[src/rtl/pixel_filter_pipe.sv]
// rtl/pixel_filter_pipe.sv - two-stage valid/ready pixel filter: pass, brightness, box blur, zero
// Mode switches are latched on start-of-line beats only so a line is never filtered two ways.
module pixel_filter_pipe #(
   parameter int CH_W      = 8,
   parameter int NUM_CH    = 4,
   parameter int BLUR_TAPS = 4
) (
   input  logic                   clk,
   input  logic                   n_rst,
   input  logic                   in_valid,
   output logic                   in_ready,
   input  logic [NUM_CH*CH_W-1:0] in_data,
   input  logic                   in_sol,
   input  logic [1:0]             mode_req,
   input  logic [CH_W-1:0]        beta,
   output logic                   out_valid,
   input  logic                   out_ready,
   output logic [NUM_CH*CH_W-1:0] out_data,
   output logic                   out_sol,
   output logic [1:0]             active_mode,
   output logic                   mode_pending
);
   localparam int PIX_W  = NUM_CH * CH_W;
   localparam int SH     = $clog2(BLUR_TAPS);
   localparam int SUM_W  = CH_W + SH;
   localparam int HIST_N = BLUR_TAPS - 1;

   logic              advance;
   logic              accept;
   logic [1:0]        applied_mode;
   logic [PIX_W-1:0]  hist [HIST_N];
   logic [SUM_W-1:0]  acc;
   logic [PIX_W-1:0]  avg;

   logic              s1_valid;
   logic [PIX_W-1:0]  s1_data;
   logic              s1_sol;
   logic [1:0]        s1_mode;
   logic [CH_W-1:0]   s1_beta;
   logic [PIX_W-1:0]  s1_avg;

   logic [PIX_W-1:0]  result;
   logic [CH_W+1:0]   bsum;

   assign advance      = out_ready | ~out_valid;
   assign in_ready     = advance;
   assign accept       = in_valid & advance;
   assign applied_mode = in_sol ? mode_req : active_mode;
   assign mode_pending = (mode_req != active_mode);

   // A start-of-line beat sees its own pixel replicated across the whole window.
   always_comb begin
      acc = '0;
      avg = '0;
      for (int c = 0; c < NUM_CH; c++) begin
         acc = SUM_W'(in_data[c*CH_W +: CH_W]);
         for (int t = 0; t < HIST_N; t++)
            acc = acc + SUM_W'(in_sol ? in_data[c*CH_W +: CH_W] : hist[t][c*CH_W +: CH_W]);
         avg[c*CH_W +: CH_W] = acc[SUM_W-1:SH];
      end
   end

   always_ff @(posedge clk or negedge n_rst) begin
      if (!n_rst) begin
         for (int i = 0; i < HIST_N; i++)
            hist[i] <= '0;
      end else if (accept) begin
         if (in_sol) begin
            for (int i = 0; i < HIST_N; i++)
               hist[i] <= in_data;
         end else begin
            hist[0] <= in_data;
            for (int i = 1; i < HIST_N; i++)
               hist[i] <= hist[i-1];
         end
      end
   end

   always_ff @(posedge clk or negedge n_rst) begin
      if (!n_rst)
         active_mode <= 2'b00;
      else if (accept && in_sol)
         active_mode <= mode_req;
   end

   always_ff @(posedge clk or negedge n_rst) begin
      if (!n_rst) begin
         s1_valid <= 1'b0;
         s1_data  <= '0;
         s1_sol   <= 1'b0;
         s1_mode  <= 2'b00;
         s1_beta  <= '0;
         s1_avg   <= '0;
      end else if (advance) begin
         s1_valid <= accept;
         if (accept) begin
            s1_data <= in_data;
            s1_sol  <= in_sol;
            s1_mode <= applied_mode;
            s1_beta <= beta;
            s1_avg  <= avg;
         end
      end
   end

   // Brightness uses two guard bits: bit CH_W+1 flags underflow, bit CH_W overflow.
   always_comb begin
      result = '0;
      bsum   = '0;
      for (int c = 0; c < NUM_CH; c++) begin
         case (s1_mode)
            2'b00: result[c*CH_W +: CH_W] = s1_data[c*CH_W +: CH_W];
            2'b01: begin
               bsum = {2'b00, s1_data[c*CH_W +: CH_W]} + {{2{s1_beta[CH_W-1]}}, s1_beta};
               if (bsum[CH_W+1])
                  result[c*CH_W +: CH_W] = '0;
               else if (bsum[CH_W])
                  result[c*CH_W +: CH_W] = {CH_W{1'b1}};
               else
                  result[c*CH_W +: CH_W] = bsum[CH_W-1:0];
            end
            2'b10:   result[c*CH_W +: CH_W] = s1_avg[c*CH_W +: CH_W];
            default: result[c*CH_W +: CH_W] = '0;
         endcase
      end
   end

   always_ff @(posedge clk or negedge n_rst) begin
      if (!n_rst) begin
         out_valid <= 1'b0;
         out_data  <= '0;
         out_sol   <= 1'b0;
      end else if (advance) begin
         out_valid <= s1_valid;
         if (s1_valid) begin
            out_data <= result;
            out_sol  <= s1_sol;
         end
      end
   end
endmodule

[config.mk]
export PLATFORM = sky130hd
export DESIGN_NAME = pixel_filter_pipe
export DESIGN_NICKNAME = d
export VERILOG_FILES = /design/src/rtl/pixel_filter_pipe.sv
export SDC_FILE = /design/constraint.sdc
export NUM_CORES = 1
export LEC_CHECK = 0
export CELL_PAD_IN_SITES_DETAIL_PLACEMENT = 0
export CELL_PAD_IN_SITES_GLOBAL_PLACEMENT = 1
export CORE_UTILIZATION = 51
export DETAILED_ROUTE_END_ITERATION = 12
export PLACE_DENSITY = 0.94
export SLEW_MARGIN = 25
export SYNTH_ARGS = -nofsm -noshare
export SYNTH_HDL_FRONTEND = slang
export SYNTH_SLANG_ARGS = --single-unit
[constraint.sdc]
create_clock -name clk -period 9.3 [get_ports clk]
set_input_delay 2.79 -clock clk [delete_from_list [all_inputs] [get_ports clk]]
set_output_delay 2.79 -clock clk [all_outputs]
set_load 0.03 [all_outputs]
==> results.cfg <==
[pwr]
clock_power_share_pct = 18.5
power_density_nw_per_um2 = 276.9
combinationalPowerShare_pct = 50.3
p_leak_nw = 6.515
p_seq_share_pct = 31.2
swShare_pct = 41.75
power.internal_mw = 2.200
power.total_mw = 3.778
ir_worst_vdd_mv = 0.1040
switchingPower_mw = 1.577

[logic_synthesis]
syn-instance-count = 1249
synth.cell_area_um2 = 12010
synth_fp_nets = 1428
ys_seq_area_share_pct = 36.68
synth_edf_count = 0
avgSynthCellArea_um2 = 9.613
ys_ff_latch = 176
synthFlopType = dfrtp_1
ys_warn_count = 0
synth.distinct_cells = 56
async_flop_share_pct = 100.0

[clocking]
cts_root_buf = clkbuf_16
cts_resized = 0
htreeDepth = 4
cts_max_path_buffers = 2
path_clk_slew_ps = 60
numCtsBuffers = 17
ctsHoldBuffers = 0
postCtsSetupBuffers = 0
insertion_delay_ps = 430
cts.sinks = 176
cts_tree = done

[finish]
seqCellArea_um2 = 4405
nets = 1481
n_antenna_cell = 0
multi_input_area_um2 = 6964
layout.cells.non_filler = 1628
area_growth_pct = 13.63
fillers = 1982
drive_gt1_share_pct = 5.019

[sta]
finalSetupTns_ps = 0
period_minus_slack_ps = 7073
final-hold-violation-count = 0
maxSlewViolCount = 0
max_slew_margin_pct = 37.51
fmax_mhz = 141.4
worstMarginPinSlew_ps = 937.3
setup_viol = 0
rsz0062_at_grt = false
fin_worst_skew_ps = 11.31
fin_crit_sh_pct = 76.05

[floorplanning]
rows = 55
die_h_um = 155.4
initial_core_util_pct = 52.55
die_area_um2 = 24160
io_pins = 85
core_um2 = 22850
die_w_um = 155.4

[outcome]
outcome = finished, final reports clean

[route]
drt-wirelength-per-cell_um = 16.32
wl_um = 26580
drtIter0Drc = 574
drtPass1Iterations = 5
via_count = 8919
vias_per_cell = 5.479
drc = 0
antenna_left = 0

[run]
max_cap_violations = 0

[setup_path]
rr_endpoint = s1_avg[31]
ff2ff_path_depth = 12
crit_type = input port to primary output
critical_path.startpoint = out_ready
worstReg2RegStart = s1_data[25]
start_kind = input port
end_kind = primary output
endpoint = in_ready
r2r_slack_ps = 5770
cp_data_arrival_time_ps = 4280
worstPathMaxFanout = 7
worst_ep_required_time_ps = 6510

[worst_hold_path]
hold_path.class = register to register
hold_depth = 2

[global_routing]
grt_overflow = 0
use_met3_pct = 3.370
grtUsageTotal_pct = 23.73
grt-busiest-layer = met1
grt_pass1_wl_um = 45150
use_met2_pct = 34.91
grtUsageMet1_pct = 36.46
antenna_found_initial = 0
grt_start_max_net_pins = 101
grt_pass1_vias = 8775

[placed_design]
io_buffers = 84
gp_congestion = 0.9072
dp_hpwl_um = 19470
placedCellCount = 1596
==> how the worst min path moves through the flow <==
stage / slack, ps / endpoint / startpoint
after CTS: 480 / s1_avg[0] / s1_avg[0]
after global routing: 500 / s1_avg[10] / s1_avg[10]
after global placement: 460 / s1_sol / s1_sol
after detailed placement: 460 / s1_sol / s1_sol
final: 470 / s1_sol / s1_sol
after floorplan: 440 / s1_sol / s1_sol
==> metal layers <==
metal	routed length, um	share of wire (%)	up-vias
li1	-	-	4396
met1	13460	51	4313
met2	11470	43	177
met3	1225	4.6	33
met4	429	1.6	0
met5	0	0	-
==> synth_stat cells, types with 4 or more instances <==
cell type    n  share of area (%)
inv_1      108                3.4
buf_2        9               0.38
o21bai_1     5               0.31
o21ai_1     61                2.5
ha_1        64                6.7
fa_1        68                 11
nand3_1      7               0.29
a31oi_1      9               0.47
dfrtp_1    176                 37
o311ai_1    14                1.0
mux2_2      10               0.94
nor3_1      19               0.79
o31ai_1      6               0.38
mux2i_1    119                9.9
mux2_1       6               0.56
o22ai_1      5               0.26
o21ai_0    115                4.8
xnor2_1     28                2.0
a21o_1      18                1.1
a21oi_1     46                1.9
nor2_1      42                1.3
buf_1       10               0.31
a211oi_1    11               0.69
or2_2        4               0.21
clkbuf_1    38                1.2
o21a_1       4               0.25
xor2_1      17                1.2
nand2_1    187                5.8
==> registers in the layout, indices dropped and copies added, names as in the netlist <==
signal / flops
out_valid: 1
hist: 65
s1_avg: 32
out_sol: 1
out_data: 32
s1_beta: 8
s1_data: 31
s1_mode: 2
s1_valid: 1
active_mode: 2
s1_sol: 1
==> final cells by class <==
| type | count | area share (%) |
|---|---|---|
| Multi-Input combinational cell | 906 | 51.05 |
| Sequential cell | 176 | 32.29 |
| Tap cell | 313 | 2.871 |
| Clock inverter | 12 | 0.7979 |
| Clock buffer | 20 | 3.347 |
| Timing Repair Buffer | 93 | 6.676 |
| Inverter | 108 | 2.971 |
==> cells in the final DEF (no fill, tap or decap), types with 4 or more instances in the layout <==
| cell | Yosys | final |
|---|---|---|
| nand2_1 | 187 | 185 |
| dfrtp_1 | 176 | 175 |
| mux2i_1 | 119 | 119 |
| o21ai_0 | 115 | 115 |
| inv_1 | 108 | 108 |
| clkdlybuf4s50_1 | 0 | 82 |
| fa_1 | 68 | 68 |
| ha_1 | 64 | 64 |
| o21ai_1 | 61 | 61 |
| a21oi_1 | 46 | 46 |
| nor2_1 | 42 | 42 |
| xnor2_1 | 28 | 28 |
| nor3_1 | 19 | 19 |
| a21o_1 | 18 | 18 |
| xor2_1 | 17 | 17 |
| clkbuf_16 | 0 | 17 |
| o311ai_1 | 14 | 14 |
| a211oi_1 | 11 | 11 |
| mux2_2 | 10 | 10 |
| a31oi_1 | 9 | 9 |
| buf_4 | 0 | 9 |
| nand3_1 | 7 | 7 |
| mux2_1 | 6 | 6 |
| o31ai_1 | 6 | 6 |
| o21bai_1 | 5 | 5 |
| o22ai_1 | 5 | 5 |
| clkinvlp_4 | 0 | 5 |
| o21a_1 | 4 | 4 |
| or2_2 | 4 | 4 |
==> worst max-delay path, cell delays in order <==
cell,delay [ps]
clkdlybuf4s50_1,450
nand2b_1,300
clkdlybuf4s50_1,740
==> per-stage QoR <==
step	setup WS [ps]	hold WS [ps]	utilization, %	instance area [um2]
finish	2227	474.9	59.72	13640
global route	2148	503.3	59.72	13640
CTS	2216	480.3	59.70	13640
detailed placement	2224	464.5	57.22	13070
global placement	2285	456.2	57.20	13070
floorplan	3195	443.1	-	12010
==> power by group through the flow <==
stage	registers (mW)	logic (mW)	clock network, mW
3_3_place_gp	1.18	1.83	0
4_1_cts	1.18	1.90	0.716
6_report	1.18	1.90	0.698
2_1_floorplan	1.27	1.24	0
3_5_place_dp	1.19	1.88	0
5_1_grt	1.21	2.13	0.743
==> logic make-up (layout without fill, tap and decap cells) <==
| family | count (synthesis) | count (layout) | share of synthesized area (%) |
|---|---|---|---|
| xor+xnor | 45 | 45 | 3.283 |
| mux | 136 | 136 | 11.55 |
| fa+ha+maj | 132 | 132 | 18.01 |
| simple gates | 282 | 282 | 9.848 |
| compound gates | 311 | 311 | 15.19 |
| flops | 176 | 176 | 36.68 |
| buf+inv | 167 | 233 | 5.440 |
No activity file was read; power rests on OpenSTA's default activity.
